### src/rtl/serial_word_packer_if.sv
// Serial-in / FIFO-write bundle for serial_word_packer.
// master: packer side (serial in, full in; wr_en/wr_data out). slave: the other side.
interface serial_word_packer_if #(
    parameter int K = 4
);
    logic         sin;
    logic         sin_valid;
    logic         full;
    logic         wr_en;
    logic [K-1:0] wr_data;

    modport master (
        input  sin,
        input  sin_valid,
        input  full,
        output wr_en,
        output wr_data
    );

    modport slave (
        output sin,
        output sin_valid,
        output full,
        input  wr_en,
        input  wr_data
    );
endinterface

### src/rtl/serial_word_packer.sv
// Packs an MSB-first serial stream into K-bit words for a FIFO write port.
// Ports: clk, rst (async, active-low), bus (sin/sin_valid/full in, wr_en/wr_data out),
// clr_ovr in, busy/overrun/words_sent out.
module serial_word_packer #(
    parameter int K  = 4,
    parameter int CW = 8
) (
    input  logic                   clk,
    input  logic                   rst,
    serial_word_packer_if.master   bus,
    input  logic                   clr_ovr,
    output logic                   busy,
    output logic                   overrun,
    output logic [CW-1:0]          words_sent
);
    localparam int CNTW = $clog2(K);
    localparam logic [CNTW-1:0] CNT_LAST = CNTW'(K - 1);

    logic [K-1:0]    sh_q, sh_d;
    logic [CNTW-1:0] cnt_q, cnt_d;
    logic [K-1:0]    hold_q, hold_d;
    logic            hv_q, hv_d;
    logic            ovr_q, ovr_d;
    logic [CW-1:0]   ws_q, ws_d;

    logic         push;
    logic         complete;
    logic [K-1:0] word;

    assign push     = hv_q & ~bus.full;
    assign word     = {sh_q[K-2:0], bus.sin};
    assign complete = bus.sin_valid & (cnt_q == CNT_LAST);

    always_comb begin
        sh_d   = sh_q;
        cnt_d  = cnt_q;
        hold_d = hold_q;
        hv_d   = hv_q;
        ovr_d  = ovr_q;
        ws_d   = ws_q;
        if (bus.sin_valid) begin
            sh_d  = word;
            cnt_d = complete ? '0 : cnt_q + 1'b1;
        end
        if (push) begin
            hv_d = 1'b0;
            ws_d = ws_q + 1'b1;
        end
        if (clr_ovr)
            ovr_d = 1'b0;
        if (complete) begin
            // The hold slot is free if empty or being pushed this edge.
            if (!hv_q || push) begin
                hold_d = word;
                hv_d   = 1'b1;
            end else begin
                ovr_d = 1'b1;
            end
        end
    end

    always_ff @(posedge clk or negedge rst) begin
        if (!rst) begin
            sh_q   <= '0;
            cnt_q  <= '0;
            hold_q <= '0;
            hv_q   <= 1'b0;
            ovr_q  <= 1'b0;
            ws_q   <= '0;
        end else begin
            sh_q   <= sh_d;
            cnt_q  <= cnt_d;
            hold_q <= hold_d;
            hv_q   <= hv_d;
            ovr_q  <= ovr_d;
            ws_q   <= ws_d;
        end
    end

    assign bus.wr_en   = push;
    assign bus.wr_data = hold_q;
    assign busy        = (cnt_q != '0) | hv_q;
    assign overrun     = ovr_q;
    assign words_sent  = ws_q;
endmodule

### src/flat_wrapper.sv
// flat-port wrapper written by rule: the top's interface ports become plain ports
module serial_word_packer_flat 
#(
    parameter int K  = 4,
    parameter int CW = 8
)
  (clk, rst, clr_ovr, busy, overrun, words_sent, bus_sin, bus_sin_valid, bus_full, bus_wr_en, bus_wr_data);
  serial_word_packer_if #(.K(K)) bus_i ();
  input  logic clk;
  input  logic rst;
  input  logic clr_ovr;
  output logic busy;
  output logic overrun;
  output logic [CW-1:0] words_sent;
  input wire logic [$bits(bus_i.sin)-1:0] bus_sin;
  input wire logic [$bits(bus_i.sin_valid)-1:0] bus_sin_valid;
  input wire logic [$bits(bus_i.full)-1:0] bus_full;
  output wire logic [$bits(bus_i.wr_en)-1:0] bus_wr_en;
  output wire logic [$bits(bus_i.wr_data)-1:0] bus_wr_data;
  assign bus_i.sin = bus_sin;
  assign bus_i.sin_valid = bus_sin_valid;
  assign bus_i.full = bus_full;
  assign bus_wr_en = bus_i.wr_en;
  assign bus_wr_data = bus_i.wr_data;
  serial_word_packer #(.K(K), .CW(CW)) u_core (.clk(clk), .rst(rst), .bus(bus_i), .clr_ovr(clr_ovr), .busy(busy), .overrun(overrun), .words_sent(words_sent));
endmodule
### config.mk
export PLATFORM = sky130hd
export DESIGN_NAME = serial_word_packer_flat
export DESIGN_NICKNAME = d
export VERILOG_FILES = /design/src/rtl/serial_word_packer_if.sv /design/src/rtl/serial_word_packer.sv /design/src/flat_wrapper.sv
export SDC_FILE = /design/constraint.sdc
export NUM_CORES = 1
export LEC_CHECK = 0
export BUFFER_PORTS_ARGS = -buffer_cell sky130_fd_sc_hd__buf_2
export CORE_MARGIN = 4
export CORE_UTILIZATION = 35
export CTS_CLUSTER_DIAMETER = 40
export CTS_CLUSTER_SIZE = 28
export DETAILED_ROUTE_END_ITERATION = 10
export HOLD_SLACK_MARGIN = 0.15
export MAX_ROUTING_LAYER = met4
export PLACE_DENSITY = 0.56
export SLEW_MARGIN = 40
export SYNTH_ARGS = -nofsm -noshare
export SYNTH_HDL_FRONTEND = slang
export SYNTH_SLANG_ARGS = --single-unit
### constraint.sdc
create_clock -name clk -period 2.9 [get_ports clk]
set_clock_uncertainty 0.2 [all_clocks]
set_input_delay 0.29 -clock clk [delete_from_list [all_inputs] [get_ports clk]]
set_output_delay 0.29 -clock clk [all_outputs]
set_load 0.02 [all_outputs]
==> results of run 1 <==
-- cells in the mapped netlist --
cell type  count  area share
dfrtp_1       19        0.59
nand2_1        7       0.032
mux2_2         6       0.083
xor2_1         4       0.043
ha_1           3       0.046
inv_1          3       0.014
nand3_1        3       0.018
nor2_1         3       0.014
xnor2_1        3       0.032
buf_4          2       0.018
mux2_1         2       0.028
nand4_1        2       0.015
o21ai_0        2       0.012
a21oi_2        1       0.011
nand2b_1       1      0.0077
nand4b_1       1       0.011
nor2b_1        1      0.0077
nor3_2         1       0.012
o22ai_1        1      0.0077
-- layout make-up --
class	instances	area share
sequential	19	0.467
multi-input combinational	41	0.305
timing repair buffer	26	0.157
tap	28	0.0344
clock buffer	4	0.0258
inverter	3	0.0111
-- worst register-to-register path, delay by kind of cell, from the launching register on --
family / cells / cell delay (ps)
AOI/OAI and AO/OA: 1 / 100
buffers and inverters: 1 / 560
DFF: 1 / 410
adders and majority gates: 1 / 230
and+or+nand+nor: 1 / 130
-- layer usage --
layer  part of all wire  routed length, microns  track usage
met5                  0                       0            -
met4              0.012                      16       0.0407
met3              0.041                      56       0.0209
met2               0.46                     629        0.152
met1               0.49                     679        0.128
-- state kept, by name (all words and copies together) (netlist names) --
name                cells
u_core.overrun          1
u_core.bus.wr_data      4
u_core.sh_q             3
u_core.hv_q             1
u_core.cnt_q            2
u_core.words_sent       8
-- cell families after synthesis --
kind of cell,after synthesis
buffers and inverters,5
adders and majority gates,3
DFF,19
muxes,8
xor gates and xnor gates,7
and+or+nand+nor,19
AOI/OAI and AO/OA,4
-- metrics by stage --
stage                      util  cells  hold WS [ps]
after detailed placement  0.421    111          56.0
after global placement    0.421    111          54.2
after CTS                 0.460    121           273
after floorplan               -     65          -206
final                     0.460    121           259
after global routing      0.460    121           308
-- what timing repair did --
item / CTS / global route
hold buffers: 6 / 0
endpoints found under the hold margin: 25 / 0
setup buffers: 0 / 0
-- final timing paths --
kind | to | slack, ps | depth (start not counted)
min in group clk | u_core.words_sent[7] | 290 | 1
max in group asynchronous | u_core.words_sent[0] | 1950 | 2
worst min-delay path | u_core.words_sent[6] | 260 | 2
worst max-delay path | bus_wr_en | 850 | 4
worst max register to register | u_core.overrun | 1170 | 4
worst min register to register | u_core.words_sent[7] | 290 | 1
-- power groups by stage --
stage,clock network (uW),registers [uW],logic (uW)
after floorplan,0,462,136
after global placement,0,406,288
after detailed placement,0,406,292
after CTS,134,401,299
after global routing,148,414,322
final,126,399,294
==> flow_metrics.tcl, run 1 <==
set metrics [dict create \
    tightest_slew_ps 412 \
    cp-start-kind "input port" \
    vias 538 \
    grt_pass1_vias 546 \
    firstDrtPassIters 2 \
    ant_nets 0 \
    clock_sinks 19 \
    fp.dieArea_sq_um 3150 \
    report.power.total_uw 819 \
    final.setup.worst_slack_ps 852 \
    syn-cell-area_sq_um 812 \
    antenna_cells 0 \
    cp_common_cell "buf_2" \
    hold_path.class "in2async" \
    root_buffer "clkbuf_4" \
    r2r-start "u_core.cnt_q[0]" \
    crit_slowest_cell "dlygate4sd3_1" \
    switchingPower_uw 302 \
    worstSetupStartpoint "bus_full" \
    io_pins 21 \
    yosysUniqueCellTypes 19 \
    ctsHtreeMaxLevel 1 \
    mostFrequentLayoutCells "20 x buf_2, 19 x dfrtp_1, 7 x nand2_1" \
    nNetsFinal 103 \
    synth.area.mux_share 0.111 \
    intPower_uw 517 \
    row_count 17 \
    grtUsageTotal 0.0994 \
    vias_per_cell 4.45 \
    leakagePower_uw 0.000510 \
    seq_power_share 0.488 \
    postSynthCellCount 65 \
    dp_hpwl_microns 1060 \
    cp_data_arrival_time_ps 1560 \
    power_density_nw_per_um2 805 \
    die_h_microns 56.2 \
    portBuffers 20 \
    hold_violations 0 \
    period_needed_ps 2050 \
    grt_max_degree 20 \
    path_buf_inv 3 \
    ctsResizeCount 0 \
    core_sq_um 2210 \
    synthToLayoutAreaGrowth_pct 25.4 \
    crit_chain "dlygate4sd3_1 -> buf_2 -> nor2b_1 -> buf_2" \
    post_drt_wl_per_cell_microns 11.4 \
    run_status "finished clean" \
    finalSetupTns_ps 0 \
    worstPathRequired_ps 2410 \
    crit_fanout 6 \
    synth_compound_area_frac 0.0308 \
    yosys_register_bits 19 \
    avgSynthCellArea_sq_um 12.5 \
    grt_pass1_wl_microns 2410 \
    finalMaxSlewViolations 0 \
    wl_microns 1380 \
    clkLatencyLatePin_ps 280 \
    finalSetupViolCount 0 \
    yosys.area_share.simple 0.119 \
    fmax_mhz 488 \
    final.fill_count 221 \
    final_cell_area_sq_um 1020 \
    floorplan.initialDensity 0.367 \
    antenna_found_initial 0 \
    cts_inserted_buffers 3 \
    synth_top_family_by_area "simple AND/OR/NAND/NOR gates" \
    synth_warnings 0 \
    slowest_delay_ps 530 \
    synth_fa_ha_area_frac 0.0462 \
    drive_gt1_frac 0.333 \
    crit_family "buffers and inverters" \
    overflow 0 \
    drt_iter0_drc 1 \
    rsz0062_at_grt "no" \
    p_comb_frac 0.358 \
    p_sw_frac 0.369 \
    slew_headroom 0.725 \
    ir_worst_vdd_v 0.000389 \
    endpoint_kind "output port" \
    placed_area_sq_um 932 \
    clock_power_share 0.154 \
    place_ws_ps 1350 \
    finalCritPeriodShare 0.706 \
    drcViolationCount 0 \
    synth_nets 74 \
    ys_seq_area_frac 0.586 \
    seq_area_sq_um 475 \
    cts_tree "built" \
    worstSetupPathType "in2out" \
    drv_cap 0 \
    synthXorXnorAreaFrac 0.0755 \
    multi_input_area_sq_um 310 \
    place.gp.congestion 0.708 \
    clockBufferDepth 2 \
    die_x_microns 56.2 \
    layout_commonest_cell "buf_2" \
    clk_pin_slew_worst_paths_ps 100 \
]
No activity file was read; power rests on OpenSTA's default activity.
==> run 2: changes to the inputs <==
clock period = 2.1 ns   (was 2.9 ns; I/O delays follow)
==> flow_metrics.tcl, run 2 (same netlist as run 1, synthesis figures left out) <==
set metrics [dict create \
    floorplan.initialDensity 0.367 \
    hold_path.class "in2async" \
    firstDrtPassIters 4 \
    io_pins 21 \
    power_density_nw_per_um2 1120 \
    die_x_microns 56.2 \
    ctsHtreeMaxLevel 1 \
    grt_pass1_vias 579 \
    tightest_slew_ps 418 \
    finalSetupTns_ps 0 \
    clockBufferDepth 2 \
    slew_headroom 0.721 \
    antenna_cells 0 \
    clkLatencyLatePin_ps 290 \
    cts_inserted_buffers 3 \
    holdWs_ps 172 \
    period_needed_ps 2030 \
    cp-start-kind "register" \
    nNetsFinal 111 \
    place.gp.congestion 0.745 \
    overflow 0 \
    antenna_found_initial 0 \
    largest_reg_flops 8 \
    dp_hpwl_microns 1040 \
    grt_max_degree 20 \
    crit_fanout 3 \
    leakagePower_uw 0.000550 \
    worstSetupPathType "reg2reg" \
    cts_tree "built" \
    drt_iter0_drc 9 \
    run_status "finished clean" \
    hold_violations 0 \
    finalSetupViolCount 0 \
    final.setup.worst_slack_ps 72.2 \
    wl_microns 1490 \
    crit_chain "ha_2 -> nand2_1 -> a21oi_2 -> mux2_2 -> dlygate4sd3_1" \
    place_ws_ps 618 \
    drcViolationCount 0 \
    fp.dieArea_sq_um 3150 \
    core_sq_um 2210 \
    worstPathRequired_ps 2090 \
    layout_commonest_cell "buf_2" \
    endpoint_kind "register" \
    row_count 17 \
    mostFrequentLayoutCells "20 x buf_2, 19 x dfrtp_1, 11 x dlygate4sd3_1" \
    grt_pass1_wl_microns 2630 \
    drv_cap 0 \
    grtUsageTotal 0.110 \
    slowest_delay_ps 550 \
    vias 578 \
    ir_worst_vdd_v 0.000581 \
    die_h_microns 56.2 \
    rsz0062_at_grt "no" \
    stdcell_count 129 \
    dpl.cell_count 111 \
    fmax_mhz 493 \
    final.fill_count 218 \
    portBuffers 20 \
    cp_data_arrival_time_ps 2010 \
    finalCritPeriodShare 0.966 \
    ant_nets 0 \
    root_buffer "clkbuf_4" \
    vias_per_cell 4.48 \
    drive_gt1_frac 0.356 \
    synthToLayoutAreaGrowth_pct 34.8 \
    clk_pin_slew_worst_paths_ps 100 \
    finalMaxSlewViolations 0 \
    post_drt_wl_per_cell_microns 11.6 \
    crit_slowest_cell "dlygate4sd3_1" \
    clock_sinks 19 \
]
[run 2: final cells by class]
cell class | count | area [sq um] | share of cell area
Clock inverter | 1 | 5.00 | 0.00457
Timing Repair Buffer | 34 | 233 | 0.213
Tap cell | 28 | 35.0 | 0.0320
Sequential cell | 19 | 475 | 0.434
Inverter | 3 | 11.3 | 0.0103
Multi-Input combinational cell | 41 | 313 | 0.286
Clock buffer | 3 | 22.5 | 0.0206
[run 2: path summary, 6_finish.rpt]
check | from | end | cells after the start | slack, ps
min reg2reg | u_core.words_sent[7] | u_core.words_sent[7] | 1 | 270
min | rst | u_core.words_sent[1] | 2 | 170
min in group clk | u_core.words_sent[7] | u_core.words_sent[7] | 1 | 270
max reg2reg | u_core.cnt_q[1] | u_core.bus.wr_data[0] | 5 | 70
max in group asynchronous | rst | u_core.cnt_q[0] | 2 | 1240
max | u_core.cnt_q[1] | u_core.bus.wr_data[0] | 5 | 70
[run 2: metrics by stage]
step	utilization	total power, uW	area [sq um]
floorplan	-	826	812
global placement	0.421	959	932
detailed placement	0.421	966	932
CTS	0.484	1210	1070
global route	0.495	1320	1090
finish	0.495	1230	1090
[run 2: report_power, final]
part           switching, uW  internal, uW  total, uW  leakage [uW]
Combinational            255           242        497      0.000292
Sequential              81.7           469        551      0.000241
Clock                    108          70.8        178     0.0000177
Total                    445           781       1230      0.000550
[run 2: per-layer routing]
metal | up-vias | global-route usage | share of wire
met4 | 0 | 0.0508 | 0.011
met3 | 2 | 0.0348 | 0.036
li1 | 287 | - | -
met1 | 281 | 0.132 | 0.49
met2 | 8 | 0.167 | 0.47
met5 | - | - | 0
[run 2: repair_timing]
item,CTS,global route
setup endpoints to repair,0,1
hold buffers,11,0
hold endpoints to repair,33,0
gates resized for setup,0,1
setup buffers,0,3
[run 2: critical path: cells and delay by family, from the launching register on]
| family | cells | cell delay (ps) |
|---|---|---|
| and+or+nand+nor | 1 | 100 |
| buffers and inverters | 1 | 550 |
| AOI/OAI and AO/OA | 1 | 160 |
| adders and majority gates | 1 | 200 |
| muxes | 1 | 340 |
| DFF | 1 | 380 |
==> run 3: changes to the inputs <==
ABC_AREA = 1   (was not set)
PLACE_DENSITY = 0.55   (was 0.56)
clock period = 1.9 ns   (was 2.1 ns; I/O delays follow)
==> flow_metrics.tcl, run 3 <==
set metrics [dict create \
    core_sq_um 2280 \
    finalSetupTns_ps 0 \
    rsz0062_at_grt "no" \
    finalMaxSlewViolations 0 \
    ir_worst_vdd_v 0.000673 \
    clkLatencyLatePin_ps 300 \
    worstSetupStartpoint "bus_sin_valid" \
    portBuffers 20 \
    utilization 0.487 \
    largest_reg_flops 8 \
    tightest_slew_ps 425 \
    antenna_cells 0 \
    synth_top_family_by_area "simple AND/OR/NAND/NOR gates" \
    leakagePower_uw 0.000593 \
    finalCritPeriodShare 0.931 \
    vias 678 \
    mostFrequentLayoutCells "29 x nand2_1, 20 x buf_2, 19 x dfrtp_1" \
    synthTopCellsByCount "30 x nand2_1, 19 x dfrtp_1, 18 x inv_1, 9 x o21ai_0, 4 x nand3_1" \
    hold_path.class "in2async" \
    synth.top_cell.area_share 0.552 \
    place_ws_ps 590 \
    cts_tree "built" \
    synth_edf_count 0 \
    grtUsageTotal 0.116 \
    run_status "finished clean" \
    ctsHtreeMaxLevel 1 \
    dp_hpwl_microns 1150 \
    slew_headroom 0.717 \
    synth_nets 104 \
    yosys-top-cells-area "dfrtp_1 55%, nand2_1 13%, inv_1 7.8%" \
    synth_fa_ha_area_frac 0.0436 \
    grt_pass1_vias 658 \
    cp_data_arrival_time_ps 1800 \
    fmax_mhz 565 \
    io_pins 21 \
    final.setup.worst_slack_ps 130 \
    synth_warnings 0 \
    die_x_microns 57.6 \
    worstPathRequired_ps 1930 \
    period_needed_ps 1770 \
    overflow 0 \
    worstSetupPathType "in2reg" \
    ys_seq_area_frac 0.552 \
    synth.area.mux_share 0 \
    yosys.area_share.simple 0.219 \
    firstDrtPassIters 3 \
    synth_compound_area_frac 0.0596 \
    synthArstFlopShare 1.00 \
    grt_pass1_wl_microns 2910 \
    stdcell_count 154 \
    cts_inserted_buffers 3 \
    layout_commonest_cell "nand2_1" \
    drcViolationCount 0 \
    synthFlopType "dfrtp_1" \
    finalSetupViolCount 0 \
    clockBufferDepth 2 \
    yosys_register_bits 19 \
    synth_top_cell_by_area "dfrtp_1" \
    floorplan.initialDensity 0.378 \
    post_drt_wl_per_cell_microns 10.2 \
    r2r-start "u_core.cnt_q[0]" \
    drt_iter0_drc 11 \
    nNetsFinal 136 \
    clock_sinks 19 \
    drive_gt1_frac 0.238 \
    synthToLayoutAreaGrowth_pct 28.8 \
    hold_violations 0 \
    post_cts_buffers 0 \
    vias_per_cell 4.40 \
    synth_most_common_cell "nand2_1" \
    wl_microns 1570 \
    antenna_found_initial 0 \
    place.gp.congestion 0.706 \
    postSynthCellCount 95 \
    root_buffer "clkbuf_4" \
    ant_nets 0 \
    endpoint_kind "register" \
    die_h_microns 57.6 \
    drv_cap 0 \
    crit_fanout 12 \
    synthXorXnorAreaFrac 0.0407 \
    power_density_nw_per_um2 1120 \
    yosysUniqueCellTypes 13 \
    holdWs_ps 143 \
    fp.dieArea_sq_um 3320 \
    dpl.cell_count 142 \
    syn-cell-area_sq_um 861 \
    avgSynthCellArea_sq_um 9.06 \
    grt_max_degree 20 \
    cp-start-kind "input port" \
    row_count 17 \
    clk_pin_slew_worst_paths_ps 110 \
]
[run 3: changes by cell type after synthesis, sizes merged]
cell    before  now
nand3        3    7
nand2b       1    0
a21oi        1    0
xnor2        3    2
nor2b        1    0
buf          2    1
inv          3   18
nor3         1    0
nand2        7   30
xor2         4    2
nand4        2    0
o21ai        2    9
mux2         8    0
nand4b       1    0
[run 3: cells by family (layout without fill, tap and decap cells)]
group,Yosys count,in the layout
buf+inv,19,50
simple gates,40,40
fa+ha+maj,3,3
flops,19,19
xor+xnor,4,4
compound gates,10,10
[run 3: critical path: stages]
cell and delay (ps):
dlygate4sd3_1 520, buf_2 220, nand3_4 130, dlygate4sd3_1 600, o21ai_0 140
[run 3: final timing paths]
path                                          to  slack [ps]  depth (start not counted)
setup / recovery           u_core.bus.wr_data[2]         130                          5
hold / removal                       u_core.hv_q         140                          2
setup reg to reg           u_core.bus.wr_data[2]         180                          4
hold reg to reg            u_core.bus.wr_data[0]         290                          2
max in group asynchronous   u_core.words_sent[7]        1060                          2
min in group clk           u_core.bus.wr_data[0]         290                          2
[run 3: per-layer routing]
metal	wire length, microns	part of all wire	track usage
met1	685	0.44	0.137
met4	7	0.0045	0.0298
met5	0	0	-
met2	774	0.49	0.184
met3	101	0.064	0.0475
[run 3: report_power, final]
| part | leakage (uW) | internal (uW) | switching [uW] | total, uW |
|---|---|---|---|---|
| Clock | 0.0000177 | 78.4 | 127 | 206 |
| Sequential | 0.000231 | 510 | 89.6 | 599 |
| Combinational | 0.000344 | 166 | 269 | 434 |
[run 3: stage by stage]
step | instance area (sq um) | power (uW)
2_1_floorplan | 861 | 874
3_3_place_gp | 991 | 1020
6_report | 1110 | 1240
3_5_place_dp | 991 | 1030
5_1_grt | 1110 | 1350
4_1_cts | 1100 | 1260
[run 3: cell type report]
type | count | area, sq um
well taps | 28 | 35.0
clock buffers | 3 | 22.5
clock inverters | 1 | 5.00
multi-input cells | 57 | 323
flip-flops and latches | 19 | 475
repair buffers | 28 | 180
fillers | 225 | 1170
inverters | 18 | 67.6
[run 3: timing repair]
| item | 4_1_cts | 5_1_grt |
|---|---|---|
| resized for setup | 0 | 2 |
| setup endpoints to repair | 0 | 2 |
| endpoints found under the hold margin | 37 | 0 |
| hold buffers | 8 | 0 |
